**src/rtl/pipe_hazard_ctrl_pkg.sv**
```systemverilog
// Shared constants for the pipeline hazard controller: StallBus width,
// stall level encodings and register index width.
package pipe_hazard_ctrl_pkg;

  localparam int STALL_BUS_W = 6;
  localparam int REG_AW      = 5;
  localparam int NUM_REGS    = 32;
  localparam int RUN_W       = 16;

  localparam logic [STALL_BUS_W-1:0] STALL_NONE = 6'b000000;
  localparam logic [STALL_BUS_W-1:0] STALL_ID   = 6'b000111;
  localparam logic [STALL_BUS_W-1:0] STALL_EX   = 6'b001111;
  localparam logic [STALL_BUS_W-1:0] STALL_MEM  = 6'b011111;

  typedef enum logic [1:0] {
    LVL_NONE,
    LVL_ID,
    LVL_EX,
    LVL_MEM
  } stall_lvl_e;

  function automatic logic [STALL_BUS_W-1:0] stall_mask(input stall_lvl_e lvl);
    case (lvl)
      LVL_ID:  return STALL_ID;
      LVL_EX:  return STALL_EX;
      LVL_MEM: return STALL_MEM;
      default: return STALL_NONE;
    endcase
  endfunction

endpackage

```
**src/rtl/pipe_hazard_ctrl_scoreboard.sv**
```systemverilog
// Per-register pending-writer counters for long-latency results (x0 never tracked),
// with two source read ports and a destination saturation read.
module pipe_hazard_ctrl_scoreboard
  import pipe_hazard_ctrl_pkg::*;
#(
  parameter int CNT_W = 2
) (
  input  logic              clk,
  input  logic              rst_n,
  input  logic              clr,
  input  logic              inc_en,
  input  logic [REG_AW-1:0] inc_idx,
  input  logic              dec_en,
  input  logic [REG_AW-1:0] dec_idx,
  input  logic [REG_AW-1:0] rd1_idx,
  input  logic [REG_AW-1:0] rd2_idx,
  input  logic [REG_AW-1:0] rdw_idx,
  output logic [CNT_W-1:0]  rd1_cnt,
  output logic [CNT_W-1:0]  rd2_cnt,
  output logic              rdw_sat
);

  localparam logic [CNT_W-1:0] CNT_MAX = {CNT_W{1'b1}};

  logic [CNT_W-1:0]    pend_reg [NUM_REGS];
  logic [NUM_REGS-1:0] inc_hit;
  logic [NUM_REGS-1:0] dec_hit;

  genvar gi;
  generate
    for (gi = 0; gi < NUM_REGS; gi++) begin : g_hit
      if (gi == 0) begin : g_x0
        assign inc_hit[gi] = 1'b0;
        assign dec_hit[gi] = 1'b0;
      end else begin : g_reg
        assign inc_hit[gi] = inc_en && (inc_idx == REG_AW'(gi));
        assign dec_hit[gi] = dec_en && (dec_idx == REG_AW'(gi));
      end
    end
  endgenerate

  // Simultaneous issue and retire cancel; the guards stop wrap in either direction.
  always_ff @(posedge clk) begin
    if (!rst_n || clr) begin
      for (int i = 0; i < NUM_REGS; i++) pend_reg[i] <= '0;
    end else begin
      pend_reg[0] <= '0;
      for (int i = 1; i < NUM_REGS; i++) begin
        if (inc_hit[i] && dec_hit[i])
          pend_reg[i] <= pend_reg[i];
        else if (inc_hit[i] && (pend_reg[i] != CNT_MAX))
          pend_reg[i] <= pend_reg[i] + CNT_W'(1);
        else if (dec_hit[i] && (pend_reg[i] != '0))
          pend_reg[i] <= pend_reg[i] - CNT_W'(1);
      end
    end
  end

  assign rd1_cnt = (rd1_idx == '0) ? '0 : pend_reg[rd1_idx];
  assign rd2_cnt = (rd2_idx == '0) ? '0 : pend_reg[rd2_idx];
  assign rdw_sat = (rdw_idx != '0) && (pend_reg[rdw_idx] == CNT_MAX);

endmodule

```
**src/rtl/pipe_hazard_ctrl.sv**
```systemverilog
// Central stall/flush scheduler: scoreboard hazards, StallBus priority encoding,
// stall watchdog and hazard-cycle performance counter.
module pipe_hazard_ctrl
  import pipe_hazard_ctrl_pkg::*;
#(
  parameter int STALL_W  = 6,
  parameter int CNT_W    = 2,
  parameter int STALL_TO = 1024,
  parameter int PERF_W   = 32
) (
  input  logic               clk,
  input  logic               rst_n,
  input  logic               flush,
  input  logic               id_valid,
  input  logic [4:0]         id_rs1,
  input  logic [4:0]         id_rs2,
  input  logic               id_use_rs1,
  input  logic               id_use_rs2,
  input  logic               id_rf_we,
  input  logic [4:0]         id_rd,
  input  logic               id_long,
  input  logic               ret_valid,
  input  logic [4:0]         ret_rd,
  input  logic               stallreq_ex,
  input  logic               stallreq_mem,
  output logic [STALL_W-1:0] stall,
  output logic               stallreq_id,
  output logic               stall_timeout,
  output logic [PERF_W-1:0]  hazard_cnt
);

  localparam logic [CNT_W-1:0] CNT_ONE = CNT_W'(1);

  logic             issue_base;
  logic             issue;
  logic             ret_dec;
  logic             raw1;
  logic             raw2;
  logic             wawsat;
  logic [CNT_W-1:0] cnt_rs1;
  logic [CNT_W-1:0] cnt_rs2;
  logic             sat_rd;
  stall_lvl_e       lvl;

  logic [RUN_W-1:0]  run_reg, run_next;
  logic              timeout_reg, timeout_next;
  logic [PERF_W-1:0] hazard_reg, hazard_next;

  pipe_hazard_ctrl_scoreboard #(
    .CNT_W (CNT_W)
  ) u_sb (
    .clk     (clk),
    .rst_n   (rst_n),
    .clr     (flush),
    .inc_en  (issue),
    .inc_idx (id_rd),
    .dec_en  (ret_dec),
    .dec_idx (ret_rd),
    .rd1_idx (id_rs1),
    .rd2_idx (id_rs2),
    .rdw_idx (id_rd),
    .rd1_cnt (cnt_rs1),
    .rd2_cnt (cnt_rs2),
    .rdw_sat (sat_rd)
  );

  // A last outstanding writer retiring this cycle is bypassed from WB, so no RAW.
  always_comb begin
    ret_dec     = ret_valid && (ret_rd != '0);
    issue_base  = id_valid && id_rf_we && id_long && (id_rd != '0) && !flush;
    raw1        = id_use_rs1 && (id_rs1 != '0) && (cnt_rs1 != '0) &&
                  !(ret_dec && (ret_rd == id_rs1) && (cnt_rs1 == CNT_ONE));
    raw2        = id_use_rs2 && (id_rs2 != '0) && (cnt_rs2 != '0) &&
                  !(ret_dec && (ret_rd == id_rs2) && (cnt_rs2 == CNT_ONE));
    wawsat      = issue_base && sat_rd;
    stallreq_id = id_valid && (raw1 || raw2 || wawsat);

    lvl = LVL_NONE;
    if (flush)             lvl = LVL_NONE;
    else if (stallreq_mem) lvl = LVL_MEM;
    else if (stallreq_ex)  lvl = LVL_EX;
    else if (stallreq_id)  lvl = LVL_ID;
    stall = STALL_W'(stall_mask(lvl));

    issue = issue_base && !stall[3] && !stallreq_id;
  end

  always_comb begin
    run_next = run_reg;
    if (flush || (stall == '0))
      run_next = '0;
    else if (run_reg != {RUN_W{1'b1}})
      run_next = run_reg + RUN_W'(1);

    timeout_next = timeout_reg || (run_reg == RUN_W'(STALL_TO - 1));

    hazard_next = hazard_reg;
    if (stallreq_id && (hazard_reg != {PERF_W{1'b1}}))
      hazard_next = hazard_reg + PERF_W'(1);
  end

  always_ff @(posedge clk) begin
    if (!rst_n) begin
      run_reg     <= '0;
      timeout_reg <= 1'b0;
      hazard_reg  <= '0;
    end else begin
      run_reg     <= run_next;
      timeout_reg <= timeout_next;
      hazard_reg  <= hazard_next;
    end
  end

  assign stall_timeout = timeout_reg;
  assign hazard_cnt    = hazard_reg;

endmodule

```
**config.mk**
```make
export PLATFORM = sky130hd
export DESIGN_NAME = pipe_hazard_ctrl
export DESIGN_NICKNAME = d
export VERILOG_FILES = /design/src/rtl/pipe_hazard_ctrl_pkg.sv /design/src/rtl/pipe_hazard_ctrl_scoreboard.sv /design/src/rtl/pipe_hazard_ctrl.sv
export SDC_FILE = /design/constraint.sdc
export NUM_CORES = 1
export LEC_CHECK = 0
export ABC_AREA = 1
export CORE_MARGIN = 2
export CORE_UTILIZATION = 60
export DETAILED_ROUTE_END_ITERATION = 8
export PLACE_DENSITY = 0.85
export SLEW_MARGIN = 20
export SYNTH_ARGS = -nofsm -noshare
export SYNTH_HDL_FRONTEND = slang
export SYNTH_SLANG_ARGS = --single-unit
```
**constraint.sdc**
```tcl
create_clock -name clk -period 5.6 [get_ports clk]
set_clock_uncertainty 0.1 [all_clocks]
set_input_delay 1.68 -clock clk [delete_from_list [all_inputs] [get_ports clk]]
set_output_delay 1.68 -clock clk [all_outputs]
set_load 0.005 [all_outputs]
```
Yosys cells after proc, flatten, opt, wreduce, memory -nomap -nowiden. Memories as Yosys holds them, arrays and structs flattened. Index checks and enable logic that the tools add are counted.

Reduce and logical (&&, ||, !) cells: 228. Add/sub/neg operators: 64. Eq/ne operators: 104. Bitwise gates (word level): 95. Muxes and demuxes: 476.

Operators with widths (number): $mux W1 (376); $mux W2 (99); $logic_and A1 B1 Y1 (176); $eq A5 B5 Y1 const B (32); $or A1 B1 Y1 (94); $eq A5 B4 Y1 const B (16); $reduce_bool A2 Y1 (33); $add A2 B1 Y2 const B (31); $ne A2 B2 Y1 const B (31); $sub A2 B1 Y2 const B (31); $eq A5 B3 Y1 const B (8); $add A32 B1 Y32 const B (1); $ne A32 B32 Y1 const B (1); $eq A5 B2 Y1 const B (4); $reduce_bool A5 Y1 (4); $add A16 B1 Y16 const B (1); $eq A16 B10 Y1 const B (1); $ne A16 B16 Y1 const B (1); $pmux W5 S3 (1); $eq A5 B1 Y1 const B (2); $eq A5 B5 Y1 (2); $logic_not A5 Y1 (2); $eq A2 B1 Y1 const B (3); $eq A2 B2 Y1 const B (3); 5 further kinds (14).

Register bits after elaboration: 49. Memories kept: 1. Word-level logic and storage cells: 971. Output and inout port bits: 40. RAM bits: 64.

Memory list: u_sb.pend_reg (depth 32, width 2, read ports 34, clocked after Yosys merged registers in 0, write ports 32, RTL line pipe_hazard_ctrl_scoreboard.sv:25) `logic [CNT_W-1:0] pend_reg [NUM_REGS];`.

Longest topological paths before layout. Gate-level depths: netlist of run 1.

Depth after elaboration: 26. Gate-level depth with buffers: 25. Depth with buffers taken out: 23.

Hierarchy. From an unflattened synthesis of run 1, not the netlist that was laid out.

Cells, all modules: 1522. Area total of the unflattened synthesis: 9288.9 µm².

By module, submodules not included: pipe_hazard_ctrl_scoreboard (times used 1, cells an instance 1051, area an instance 6152.2 µm²); pipe_hazard_ctrl (times used 1, cells an instance 471, area an instance 3136.8 µm²).

Least setup slack after synthesis of run 1. Ideal clock, no wire load.

Path kind: input to output. Start point: input id_rs1[0]. End point: output stall[1]. Stages on the path: 19. Arrival time: 3.231 ns. Path buffers: 3. Path slack: 0.589 ns. Cells stage by stage: buf_4 > inv_4 > nor2_2 > buf_4 > nand2_1 > nand3_1 > nand2_1 > nand2_1 > inv_1 > nand2_1 > nand2_1 > nand2_1 > inv_1 > nand2_1 > nand2_1 > nand3_4 > nand2_4 > a31oi_2 > buf_4.

Longest elaborated chain between the ends: 15. Elaborated cells on any way between the ends: 24. Classes of those cells: eq/ne (5); mux (6); reduce/logical (12); memory (1).

Ends and longest elaborated chain: start: declaration (RTL line pipe_hazard_ctrl.sv:15) `input logic [4:0] id_rs1,`; $mem_v2 Z32 W2 / $logic_not A5 Y1 (equally long branches); $mux W2 (RTL line pipe_hazard_ctrl_scoreboard.sv:59) `assign rd1_cnt = (rd1_idx == '0) ? '0 : pend_reg[rd1_idx];`; $eq A2 B1 Y1 (RTL line pipe_hazard_ctrl.sv:72) `!(ret_dec && (ret_rd == id_rs1) && (cnt_rs1 == CNT_ONE));`; $logic_and A1 B1 Y1 (RTL line pipe_hazard_ctrl.sv:72); $logic_not A1 Y1 (RTL line pipe_hazard_ctrl.sv:72); $logic_and A1 B1 Y1 (*) (RTL line pipe_hazard_ctrl.sv:71) `raw1 = id_use_rs1 && (id_rs1 != '0) && (cnt_rs1 != '0) &&`; $logic_or A1 B1 Y1 (*) (2 in series) (RTL line pipe_hazard_ctrl.sv:76) `stallreq_id = id_valid && (raw1 || raw2 || wawsat);`; $logic_and A1 B1 Y1 (*) (RTL line pipe_hazard_ctrl.sv:76); $mux W1 (*) (RTL line pipe_hazard_ctrl.sv:82) `else if (stallreq_id) lvl = LVL_ID;`; $mux W2 (*) (RTL line pipe_hazard_ctrl.sv:81) `else if (stallreq_ex) lvl = LVL_EX;`; $mux W2 (*) (RTL line pipe_hazard_ctrl.sv:80) `else if (stallreq_mem) lvl = LVL_MEM;`; $mux W2 (*) (RTL line pipe_hazard_ctrl.sv:79) `if (flush) lvl = LVL_NONE;`; $eq A2 B2 Y1 / $eq A2 B1 Y1 (equally long branches) (RTL line pipe_hazard_ctrl_pkg.sv:23) `case (lvl)`; $pmux W5 S3 (*) (RTL line pipe_hazard_ctrl_pkg.sv:23); end: declaration (RTL line pipe_hazard_ctrl.sv:26) `output logic [STALL_W-1:0] stall,`.

Mark *: on every way between the ends. The rest lies on a longest branch, timed or not.

Worst setup path after layout of run 1.
Start point: input id_rd[3]. End point: output stall[2].

Longest elaborated chain between the ends: 12. Elaborated cells on any way between the ends: 17. Classes of those cells: eq/ne (4); mux (5); reduce/logical (7); memory (1).

Ends and longest elaborated chain: start: declaration (RTL line pipe_hazard_ctrl.sv:20) `input logic [4:0] id_rd,`; $mem_v2 Z32 W2 / $reduce_bool A5 Y1 (equally long branches); $eq A2 B2 Y1 / $logic_and A1 B1 Y1 (equally long branches) (RTL line pipe_hazard_ctrl_scoreboard.sv:61, pipe_hazard_ctrl.sv:70); $logic_and A1 B1 Y1 (on tied branches) (RTL line pipe_hazard_ctrl_scoreboard.sv:61, pipe_hazard_ctrl.sv:70); $logic_and A1 B1 Y1 (*) (RTL line pipe_hazard_ctrl.sv:75) `wawsat = issue_base && sat_rd;`; $logic_or A1 B1 Y1 (*) (RTL line pipe_hazard_ctrl.sv:76); $logic_and A1 B1 Y1 (*) (RTL line pipe_hazard_ctrl.sv:76); $mux W1 (*) (RTL line pipe_hazard_ctrl.sv:82); $mux W2 (*) (RTL line pipe_hazard_ctrl.sv:81); $mux W2 (*) (RTL line pipe_hazard_ctrl.sv:80); $mux W2 (*) (RTL line pipe_hazard_ctrl.sv:79); $eq A2 B2 Y1 / $eq A2 B1 Y1 (equally long branches) (RTL line pipe_hazard_ctrl_pkg.sv:23); $pmux W5 S3 (*) (RTL line pipe_hazard_ctrl_pkg.sv:23).

Marks and branches as above.

==> metrics, run 1 <==
status=complete, no violations; wire length per cell=17.5 um; Final HPWL DP=24700 um; final critical path time including I/O delays and setup=5.43 ns; highest fanout seen on the critical path=5; total leakage power=0.00484 uW; most instantiated flip-flop cell in the synthesis netlist=edfxtp_1; post-route non-filler standard cell count=1879; DP Worst Slack=-0.532 ns; type of the most critical hold path=flip-flop to flip-flop; standard cell with the maximum stage delay on the critical path=clkdlybuf4s50_1; Achievable Freq=184 MHz; Pwr per Cell Area=189 mW/mm^2; Clock Pin Slew Worst Setup and Hold Paths=0.08 ns; Sink Count=111; CTS tree=built; Compound-Gate Fraction of Synth Area=0.112; most frequent cells in the layout=nand2_1 (443), nor2_1 (239), inv_1 (181); ratio of final minimum period to clock period=0.970; worst max-slew margin expressed relative to the limit=0.402; # diodes=0; EDFF count, synth=62; iteration count of the initial detailed-routing pass=6; Yosys warnings=0; most common cell after layout, fill and taps aside=nand2_1; filler cell count in the final layout=1369; initial antenna violation count=0; number of maximum-capacitance violations=0; kind of end point of the critical path=output pin; GRT Total Usage=0.387; data arrival time of the worst path=3.65 ns; vias=10900; total clock buffers created by CTS=9; largest net degree at the start of global routing=61; number of top-level pins=71; flops & latches, synth=111; worst slack on hold paths=0.394 ns; synthesized area=0.00951 mm^2; layout cells sized above 1=0.104; number of routed nets with antenna violations=0; type of the worst setup path=input port to output pin; global-route wire length before repair=50800 um; Adder-Cell Fraction of Synth Area=0.00526; proportion of synthesized flip-flops having asynchronous set or reset=0; Root Driver=clkbuf_16; startpoint kind of the worst setup timing path=input port; critical path, cell by cell=clkdlybuf4s50_1 > nor2_1 > buf_4 > inv_1 > nor2_4 > nand2_1 > nand2_1 > inv_1 > nand3_2 > nand3_4 > nand2_4 > a31oi_4 > dlygate4sd2_1; remaining design rule violation count=0; unrepaired setup endpoints after global routing=false; Area Overhead vs Synth=19.3%; GR Overflow Total=0; XOR/XNOR share of the synthesized area=0.0516; Via-to-Cell Ratio=5.80; # hold bufs at CTS=0; share of the yosys chip area belonging to registers=0.299; simple-gate area share of the yosys netlist=0.418; Die Height=130 um; number of flip-flops under the largest register name=62; final number of hold-violating endpoints=0; number of buffer and inverter instances along the worst setup path=5; number of different library cells in the post-synthesis netlist=49; largest incremental delay on the critical path=0.55 ns; H-tree depth=3; Worst-Skew Late Latency=0.36 ns; global placement routability congestion=1.07; floorplan row count=46; Final Power=2150 uW; floorplan core area=0.0157 mm^2; endpoint required time on the critical path=3.82 ns; combinational family with the most area after synthesis=simple AND/OR/NAND/NOR gates; width of the chip=130 um; Final Worst Setup Slack=0.166 ns; mux share of post-synthesis cell area=0.00105; average cell area after synthesis=6.14 um^2; final-layout setup total negative slack=0 ns; buffer levels on the longest clock path=2; starting density of the core=0.605; area enclosed by the die boundary=0.0169 mm^2; Port Buf Inserts=69; Max Slew Vio Count=0; Post-Synthesis Cells=1549; actual transition at the worst max-transition pin=0.874 ns; # placed instances=1857; routed wire length=32800 um; vias in the first global route=9851; cell type group with the largest total delay on the critical path=buffers and inverters; maximum vdd ir drop=0.165 mV; fin nets=1693; violation count after the first detailed-route iteration=1283; Final setup violation count=0; synthesized netlist net count=1584
metal layers:
| layer | global-route usage | up-vias | part of all wire |
|---|---|---|---|
| met5 | 0 | - | 0 |
| met3 | 0.0709 | 122 | 0.10 |
| met4 | 0.202 | 0 | 0.050 |
| li1 | - | 5222 | - |
| met1 | 0.498 | 4889 | 0.39 |
| met2 | 0.622 | 659 | 0.45 |
tightest hold or removal path: cells and delay by family, from the launching register on:
kind | cells | cell delay, ns
DFF | 1 | 0.34
and+or+nand+nor | 1 | 0.08
AOI/OAI and AO/OA | 1 | 0.04
where the power goes:
group	switching (uW)	internal [uW]
clock network	329	312
logic	320	196
registers	79.1	911
final timing paths:
kind                             from                   to  slack, ns  cells after the start
hold reg to reg         stall_timeout        stall_timeout       0.39                      2
setup reg to reg  u_sb.pend_reg[5][0]  u_sb.pend_reg[6][1]       2.19                     21
hold / removal          stall_timeout        stall_timeout       0.39                      2
setup / recovery             id_rd[3]             stall[2]       0.17                     13
area by class of cell:
type	count	area (um^2)	share of cell area
Timing Repair Buffer	158	1480	0.131
Sequential cell	111	2840	0.251
Multi-Input combinational cell	1186	5720	0.505
Inverter	192	733	0.0647
Tap cell	216	270	0.0238
Clock inverter	7	63.8	0.00563
Clock buffer	9	225	0.0199
per-stage QoR:
stage	utilization	instance area (um^2)
5_1_grt	0.722	11300
6_report	0.722	11300
3_5_place_dp	0.689	10800
4_1_cts	0.710	11200
2_1_floorplan	-	9510
3_3_place_gp	0.689	10800
synthesized netlist by cell type (all sizes together) (4+ instances only):
master | count | area [um^2]
o21a | 6 | 45.0
ha | 4 | 50.1
nand3b | 7 | 52.6
nor3 | 44 | 225
buf | 39 | 261
o211ai | 9 | 67.6
edfxtp | 62 | 1860
nand2 | 462 | 1780
a2111oi | 6 | 52.6
xor2 | 36 | 315
a21oi | 87 | 447
nand3 | 117 | 603
o311ai | 6 | 52.6
a211oi | 6 | 45.0
nor4 | 9 | 56.3
clkbuf | 22 | 82.6
inv | 192 | 723
nand4 | 34 | 213
xnor2 | 20 | 175
o21ai | 57 | 285
a31oi | 4 | 31.3
dfxtp | 49 | 981
nor2 | 256 | 998
what timing repair did:
action	in CTS	in global routing
gates cloned	2	3
buffers inserted	0	1
endpoints found under the hold margin	0	0
pin swaps	1	16
endpoints found under the setup margin	5	5
gates resized for setup	22	51
cells by family (layout without fill, tap and decap cells):
group | count (synthesis) | after routing
buffers and inverters | 253 | 366
adders and majority gates | 4 | 4
muxes | 1 | 1
AOI/OAI and AO/OA | 187 | 187
DFF | 111 | 111
xor gates and xnor gates | 56 | 56
and+or+nand+nor | 936 | 937
other | 1 | 1
Power figures use the tool's default switching activity.
==> inputs of run 2 (changes only) <==
--- a/config.mk
+++ b/config.mk
@@ -10,5 +10,5 @@
 export CORE_UTILIZATION = 60
 export DETAILED_ROUTE_END_ITERATION = 8
-export PLACE_DENSITY = 0.85
+export PLACE_DENSITY = 0.83
 export SLEW_MARGIN = 20
 export SYNTH_ARGS = -nofsm -noshare
==> constraint.sdc (replaced) <==
create_clock -name clk -period 5.6 [get_ports clk]
set_clock_uncertainty 0.1 [all_clocks]
set_input_delay 1.12 -clock clk [delete_from_list [all_inputs] [get_ports clk]]
set_output_delay 1.12 -clock clk [all_outputs]
set_load 0.005 [all_outputs]
==> metrics, run 2 (same netlist as run 1, synthesis figures left out) <==
detailed-routed wire length on met2=13900 um (-6.5%); Area Overhead vs Synth=12.0%; actual transition at the worst max-transition pin=0.901 ns (+0.0268 ns); top routing layer in use=met4; total clock buffers created by CTS=9 (unchanged); endpoint required time on the critical path=4.38 ns (+0.56 ns); Die Height=130 um (unchanged); post-route non-filler standard cell count=1814 (-3.5%); worst max-slew margin expressed relative to the limit=0.384 (-0.0183); vias=10500 (-3.6%); most frequent cells in the layout=nand2_1 (448), nor2_1 (244), inv_1 (182); type of the worst setup path=input port to output pin; Port Buf Inserts=69 (unchanged); data arrival time of the worst path=4.10 ns (+0.45 ns); final number of hold-violating endpoints=0 (unchanged); type of the most critical hold path=flip-flop to flip-flop; remaining design rule violation count=0 (unchanged); final-layout setup total negative slack=0 ns (unchanged); Final HPWL DP=23100 um (-6.5%); Resized Gates After CTS=0 (-100%); highest fanout seen on the critical path=9 (+4); most common cell after layout, fill and taps aside=nand2_1; vias in the first global route=9502 (-3.5%); Max Slew Vio Count=0 (unchanged); CTS tree=built; Sink Count=111 (unchanged); layout cells sized above 1=0.0507 (-0.0533); unrepaired setup endpoints after global routing=false; buffer levels on the longest clock path=2 (unchanged); wire length per cell=16.9 um (-3.4%); GR Overflow Total=0 (unchanged); ratio of final minimum period to clock period=0.949 (-0.0212); number of top-level pins=71 (unchanged); starting density of the core=0.605 (unchanged); Clock Pin Slew Worst Setup and Hold Paths=0.07 ns (about the same); iteration count of the initial detailed-routing pass=6 (unchanged); routed wire length=30600 um (-6.8%); # placed instances=1798 (-3.2%); number of flip-flops under the largest register name=62 (unchanged); H-tree depth=3 (unchanged); worst slack on hold paths=0.398 ns (+0.00393 ns); kind of end point of the critical path=output pin; fin util=0.678 (-0.0439); floorplan core area=0.0157 mm^2 (unchanged); area enclosed by the die boundary=0.0169 mm^2 (unchanged); global placement routability congestion=1.03 (-3.5%); register-to-register path setup slack=2.31 ns (+0.12 ns); number of maximum-capacitance violations=0 (unchanged); met3 wire length=3210 um (-5.4%); startpoint kind of the worst setup timing path=input port; sum of routed wire segments on met1=12200 um (-5.6%); width of the chip=130 um (unchanged); Worst-Skew Late Latency=0.36 ns (about the same); floorplan row count=46 (unchanged); largest net degree at the start of global routing=61 (unchanged); Achievable Freq=188 MHz (+2.2%); number of buffers added for setup after CTS=0 (unchanged); # diodes=0 (unchanged); filler cell count in the final layout=1442 (+5.3%); Final setup violation count=0 (unchanged); Root Driver=clkbuf_16; status=complete, no violations; # hold bufs at CTS=0 (unchanged); fin nets=1628 (-3.8%); maximum vdd ir drop=0.203 mV (+23%); global-route wire length before repair=48200 um (-5.1%); initial antenna violation count=0 (unchanged); number of routed nets with antenna violations=0 (unchanged); violation count after the first detailed-route iteration=1382 (+7.7%); final critical path time including I/O delays and setup=5.32 ns (-0.119 ns); GRT Total Usage=0.366 (-0.0212); Pwr per Cell Area=198 mW/mm^2 (+4.8%); Via-to-Cell Ratio=5.79 (about the same); total leakage power=0.00442 uW (-8.6%)
run 2: report_power, final:
group          total, uW  internal (uW)  switching, uW
combinational        452            156            296
clock                676            356            320
sequential           985            910           74.3
total               2110           1420            690
run 2: final cells by class:
cell class              count  area [um^2]  share of cell area
multi-input cells        1185         5610               0.526
flip-flops and latches    111         2840               0.267
repair buffers             94          903              0.0848
inverters                 192          723              0.0679
well taps                 216          270              0.0254
clock buffers              10          229              0.0215
clock inverters             6         76.3             0.00717
run 2: through the flow:
| step | power, uW | setup slack, ns | instance area, um^2 |
|---|---|---|---|
| after global placement | 1430 | 0.396 | 10300 |
| after detailed placement | 1440 | 0.333 | 10300 |
| final | 2110 | 0.284 | 10700 |
| after CTS | 2100 | 0.342 | 10700 |
| after floorplan | 1280 | 1.71 | 9510 |
| after global routing | 2200 | 0.0521 | 10700 |
run 2: worst max-delay path, stage by stage:
cell and delay [ns]:
clkdlybuf4s50_1 0.72, nand2_2 0.18, inv_1 0.26, nand2_1 0.09, o211ai_1 0.10, nand2_1 0.08, nand2_1 0.08, o21ai_1 0.06
nand2_1 0.09, nand3_1 0.12, nand3_4 0.16, nand2_4 0.13, inv_2 0.11, nand2_1 0.05, a211oi_1 0.19, clkdlybuf4s50_1 0.54
run 2: path summary, 6_finish.rpt:
check,startpoint,end,cells past startpoint
min,stall_timeout,stall_timeout,2
max reg2reg,u_sb.pend_reg[5][0],u_sb.pend_reg[23][0],19
max,id_rd[0],stall[4],16
min reg2reg,stall_timeout,stall_timeout,2
run 2: metal layers:
| layer | vias to the layer above | GRT usage |
|---|---|---|
| met2 | 599 | 0.596 |
| met1 | 4714 | 0.477 |
| li1 | 5099 | - |
| met5 | - | 0 |
| met3 | 93 | 0.0636 |
| met4 | 0 | 0.163 |
